File: config.mk
export PLATFORM = sky130hd
export DESIGN_NAME = fetch_stage
export DESIGN_NICKNAME = d
export VERILOG_FILES = /design/src/rtl/fetch_stage.sv
export SDC_FILE = /design/constraint.sdc
export NUM_CORES = 1
export LEC_CHECK = 0
export CAP_MARGIN = 20
export CELL_PAD_IN_SITES_DETAIL_PLACEMENT = 1
export CELL_PAD_IN_SITES_GLOBAL_PLACEMENT = 1
export CORE_ASPECT_RATIO = 0.75
export CORE_MARGIN = 1
export CORE_UTILIZATION = 41
export CTS_CLUSTER_DIAMETER = 120
export DETAILED_ROUTE_END_ITERATION = 8
export PLACE_DENSITY = 0.81
export RECOVER_POWER = 100
export SLEW_MARGIN = 0
export SYNTH_ARGS = -nofsm -noshare
export SYNTH_HDL_FRONTEND = slang
export SYNTH_SLANG_ARGS = --single-unit
export TNS_END_PERCENT = 1
File: constraint.sdc
create_clock -name i_clk -period 2.5 [get_ports i_clk]
set_clock_uncertainty 0.05 [all_clocks]
set_input_delay 0.5 -clock i_clk [delete_from_list [all_inputs] [get_ports i_clk]]
set_output_delay 0.5 -clock i_clk [all_outputs]
set_load 0.05 [all_outputs]
File: src/rtl/fetch_stage.sv
// Instruction fetch stage: keeps up to two instructions buffered (queued plus in flight) from a 1-cycle-latency instruction memory.
// Latency: request in cycle N, instruction presented to decode in cycle N+1 (the returning word falls through an empty queue).
// Backpressure: i_ready=0 holds the head stable; requests stop once queued + in-flight reaches 2, so no response is ever dropped.
//
// Ports:
//   i_clk, i_rst              clock, asynchronous active-high reset
//   o_imem_en, o_imem_addr    instruction memory read request / address
//   i_imem_data               read data, valid the cycle after the request
//   o_instruction, o_pc       head instruction word and its address
//   o_valid, i_ready          decode handshake, transfer = o_valid && i_ready
//   i_redirect, i_redirect_pc branch/jump redirect pulse and target
//   o_halted                  fetch stopped on a halt opcode
//
// Build option: define FETCH_HALT_EN to stop fetching when a word with
// opcode [15:12]=4'hF arrives. Without it, that opcode is ordinary data and
// o_halted is tied low.
module fetch_stage #(
    parameter int                ADDR_W   = 8,
    parameter logic [ADDR_W-1:0] RESET_PC = '0
) (
    input  logic              i_clk,
    input  logic              i_rst,
    output logic              o_imem_en,
    output logic [ADDR_W-1:0] o_imem_addr,
    input  logic [15:0]       i_imem_data,
    output logic [15:0]       o_instruction,
    output logic [ADDR_W-1:0] o_pc,
    output logic              o_valid,
    input  logic              i_ready,
    input  logic              i_redirect,
    input  logic [ADDR_W-1:0] i_redirect_pc,
    output logic              o_halted
);

    localparam logic [1:0] IDLE = 2'd0;
    localparam logic [1:0] RUN  = 2'd1;
    localparam logic [1:0] HALT = 2'd2;

    logic [1:0]        state;
    logic [ADDR_W-1:0] pc;
    logic              fly_vld;     // a response arrives on i_imem_data this cycle
    logic [ADDR_W-1:0] fly_pc;      // address of that response
    logic [1:0]        occ;         // queue occupancy, 0..2
    logic [15:0]       q0_dat, q1_dat;
    logic [ADDR_W-1:0] q0_pc, q1_pc;

    logic req;
    logic q_pop;
    logic bypass;
    logic q_push;
    logic halt_hit;

    // Credit check counts the response still in flight, so the queue can
    // always absorb it even if decode stalls.
    assign req = (state == RUN) && !i_redirect && ((occ + {1'b0, fly_vld}) < 2'd2);

    assign o_imem_en   = req;
    assign o_imem_addr = pc;

    // With the queue empty the returning word is presented directly; if
    // decode takes it in the same cycle it is never stored.
    assign o_valid       = (occ != 2'd0) || fly_vld;
    assign o_instruction = (occ == 2'd0 && fly_vld) ? i_imem_data : q0_dat;
    assign o_pc          = (occ == 2'd0 && fly_vld) ? fly_pc      : q0_pc;

    assign q_pop  = (occ != 2'd0) && i_ready;
    assign bypass = (occ == 2'd0) && fly_vld && i_ready;
    assign q_push = fly_vld && !bypass;

`ifdef FETCH_HALT_EN
    assign halt_hit = fly_vld && (i_imem_data[15:12] == 4'hF);
    assign o_halted = (state == HALT);
`else
    assign halt_hit = 1'b0;
    assign o_halted = 1'b0;
`endif

    always_ff @(posedge i_clk or posedge i_rst) begin
        if (i_rst) begin
            state   <= IDLE;
            pc      <= RESET_PC;
            fly_vld <= 1'b0;
            fly_pc  <= RESET_PC;
            occ     <= 2'd0;
            q0_dat  <= 16'h0000;
            q0_pc   <= RESET_PC;
            q1_dat  <= 16'h0000;
            q1_pc   <= RESET_PC;
        end else if (i_redirect) begin
            // Flush everything queued or returning; refetch starts next cycle.
            state   <= RUN;
            pc      <= i_redirect_pc;
            fly_vld <= 1'b0;
            occ     <= 2'd0;
        end else begin
            case (state)
                IDLE:    state <= RUN;
                RUN:     if (halt_hit) state <= HALT;
                default: state <= state;
            endcase

            if (req) begin
                pc     <= pc + 1'b1;
                fly_pc <= pc;
            end
            // A request issued alongside the arriving halt word is dropped.
            fly_vld <= req && !halt_hit;

            case ({q_push, q_pop})
                2'b10: begin
                    if (occ == 2'd0) begin
                        q0_dat <= i_imem_data;
                        q0_pc  <= fly_pc;
                    end else begin
                        q1_dat <= i_imem_data;
                        q1_pc  <= fly_pc;
                    end
                    occ <= occ + 2'd1;
                end
                2'b01: begin
                    q0_dat <= q1_dat;
                    q0_pc  <= q1_pc;
                    occ    <= occ - 2'd1;
                end
                2'b11: begin
                    if (occ == 2'd1) begin
                        q0_dat <= i_imem_data;
                        q0_pc  <= fly_pc;
                    end else begin
                        q0_dat <= q1_dat;
                        q0_pc  <= q1_pc;
                        q1_dat <= i_imem_data;
                        q1_pc  <= fly_pc;
                    end
                end
                default: occ <= occ;
            endcase
        end
    end

endmodule

==> metrics.md <==
| Metric | Value |
|---|---|
| Outcome | complete, but fails checks |
| Failing checks | capacitance limit, slew limit |
| Peak fanout along the critical path | 11 |
| Core Footprint | 0.007918 mm² |
| Worst slew pin tran | 1700 ps |
| Pins over their slew limit | 69 |
| Worst setup EP type | primary output |
| Chip width | 106.8 µm |
| Final Hold Viols | 0 |
| Clock tree buffer depth | 2 |
| Top cells by count, synth | dfrtp_1, mux2_2, nor2_1 |
| Dpl hpwl | 5176 µm |
| Worst endpoint required time | about 2000 ps |
| Seq cells post-synth | approximately 70 |
| Initial Util | roughly 43% |
| Slowest stage delay, CP | 380 ps |
| Post-synth EDFFs | 0 |
| P_leak | 2.012 nW |
| Routed Antenna Nets | 0 |
| Total grt overflow | 0 |
| Gr usage total | between 20% and 30% |
| RSZ-0062 raised after global routing | true |
| IO Pins | 63 |
| Most frequent cell after synthesis | dfrtp_1 |
| Critical Setup Path Class | reg2out |
| Arrival time at the worst endpoint | 1890 ps |
| Port bufs | 61 |
| First-pass GRT wire length | 13,250 µm |
| Synthesis Warnings | 0 |
| Area grow syn2layout | 27.84% |
| Pre-Repair DR Iteration Count | 4 |
| Pre-CTS WS | 252.6 ps |
| WL/cell | 17.37 µm |
| Area leader, netlist | dfrtp_1 |
| Area contributors post-synth | dfrtp_1, mux2_2, mux2i_1 |
| Cts bufs inserted | 9 |
| Multi-input gate area | around 0.0015 mm² |
| Ys async rst share | 100.0% |
| Final worst setup slack | approximately 60 ps |
| Mean Syn Cell Area | 11.93 µm² |
| Post-route DRC | 0 |
| Worst hold slack | 457.9 ps |
| Setup TNS | 0 ps |
| Fin crit period | 2440 ps |
| CP cell instances | inv_2, ha_4, nand2_2, bufbuf_16, mux2_2, buf_4 |
| Vias in the first global route | 2,566 |
| Top-area cell type share of the netlist area | 50.41% |
| Initial drt markers | 54 |
| Seq/Total Area, Yosys | 50.41% |
| Synth cell types | 32 |
| CP bufs+invs | 3 |
| DIE AREA | 0.008604 mm² |
| Cts hold-fix bufs | 0 |
| # diodes | 0 |
| Height of the die | between 80 and 90 µm |
| Clock Latency Late Sink | around 350 ps |
| Via density | 5.186 |
| Clock-pin slew on the worst setup and hold paths | 80 ps |
| Fin nets | 383 |
| Cells after synthesis | 283 |
| # rows | 28 |
| Initial antenna violation count | 0 |
| Crit-path leading delay family | buffers and inverters |
| Max IR drop VDD | about 0.00066 V |
| Syn nets | 314 |
| Fill count | approximately 850 |
| Synthesized area | 0.003376 mm² |
| PwrDens | ~1200 mW/mm² |
| Register area | roughly 0.0017 mm² |
| Largest net degree at the start of global routing | 69 |
| Total of max-cap violations | 1 |
| H-tree level count | 3 |
| Setup violators final | 0 |
| Worst hold path type | reg2reg |
| CTS tree | built |
| Via Count | between 2,000 and 2,500 |
| Routability Congestion | 0.7370 |
| Crit-path slowest cell | dfrtp_1 |
| Synth Flop Type | dfrtp_1 |
| Final Cycle Share | 97.59% |
| Root Driver | clkbuf_8 |
| Fmax | between 400 and 500 MHz |
| CTS Sinks | 68 |
| Post-Route WL | 8023 µm |
| Critical Path Source Type | register |
| Slew headroom | -13.34% |
| Layout cells sized above 1 | a little under a third |
where the power goes:
part	switching (W)	internal (W)	total [W]
Sequential	0.000284	0.00155	0.00184
Clock	0.000436	0.000589	0.00102
Combinational	0.00147	0.000992	0.00246
Total	0.00219	0.00314	0.00533
cell families after synthesis:
kind of cell / Yosys count / share of synthesized area (%)
AO/OA/AOI/OAI: 45 / 8.228
XOR/XNOR: 6 / 1.557
adder cells (fa/ha/maj): 3 / 1.112
buffers and inverters: 23 / 3.706
flip-flops: 68 / 50.41
multiplexers: 83 / 27.46
other: 2 / 0.2225
AND/OR/NAND/NOR: 53 / 7.302
per-stage QoR:
step | std cells | power (W) | util, % | instance area (µm²)
global placement | 444 | 0.004205 | 51.80 | 4101
detailed placement | 444 | 0.004309 | 51.80 | 4101
floorplan | 283 | 0.003597 | - | 3376
CTS | 462 | 0.005402 | 55.33 | 4380
global route | 462 | 0.005621 | 54.50 | 4315
finish | 462 | 0.005325 | 54.50 | 4315
worst register-to-register path, stage by stage (launching register included):
cell      delay [ps]
dfrtp_1          380
buf_4            210
a21o_1           310
a21boi_4         120
nand2b_1         120
clkbuf_1         410
inv_1            150
mux2_1           340
worst paths after layout:
| path | from | slack, ps | end | depth (start not counted) |
|---|---|---|---|---|
| setup reg to reg | fly_vld | 300 | fly_pc[7] | 7 |
| hold reg to reg | q1_pc[6] | 460 | q1_pc[6] | 1 |
| max in group asynchronous | i_rst | 390 | o_imem_addr[3] | 3 |
| hold / removal | q1_pc[6] | 460 | q1_pc[6] | 1 |
| min in group asynchronous | i_rst | 1020 | q0_pc[2] | 3 |
| setup / recovery | occ[1] | 60 | o_instruction[1] | 6 |
cell usage in the layout (no fill, tap or decap), types with 5 or more instances in the layout:
cell and n:
a211oi_1 5, a21oi_1 28, buf_4 25, buf_6 5, clkbuf_8 10, clkdlybuf4s50_1 25, dfrtp_1 68, dlygate4sd3_1 10
mux2_1 8, mux2_2 48, mux2i_1 27, nand2_1 9, nor2_1 29, o21ai_0 6, xnor2_1 6
area by class of cell:
cell class	count	share of cell area, %
Clock inverter	6	2.001
Clock buffer	10	3.189
Sequential cell	68	39.43
Multi-Input combinational cell	192	35.63
Inverter	6	0.5219
Timing Repair Buffer	75	16.18
Tap cell	105	3.044
state kept, by name (all words and copies together), names as in the netlist:
register     count
fly_pc           8
fly_vld          1
o_imem_addr      8
occ              2
q0_dat          16
q0_pc            8
q1_dat          16
q1_pc            8
state            1
routing by layer:
layer	vias up	routed length (µm)	GRT usage (%)
met3	9	300	4.708
met1	1213	3644	25.80
met5	-	0	0
li1	1128	-	-
met4	0	104	7.260
met2	46	3974	34.97
what timing repair did:
action,4_1_cts,5_1_grt
pin swaps,1,0
gates cloned,1,0
setup buffers,1,0
resized for setup,3,6
setup endpoints to repair,8,23
Power figures use the tool's default switching activity.
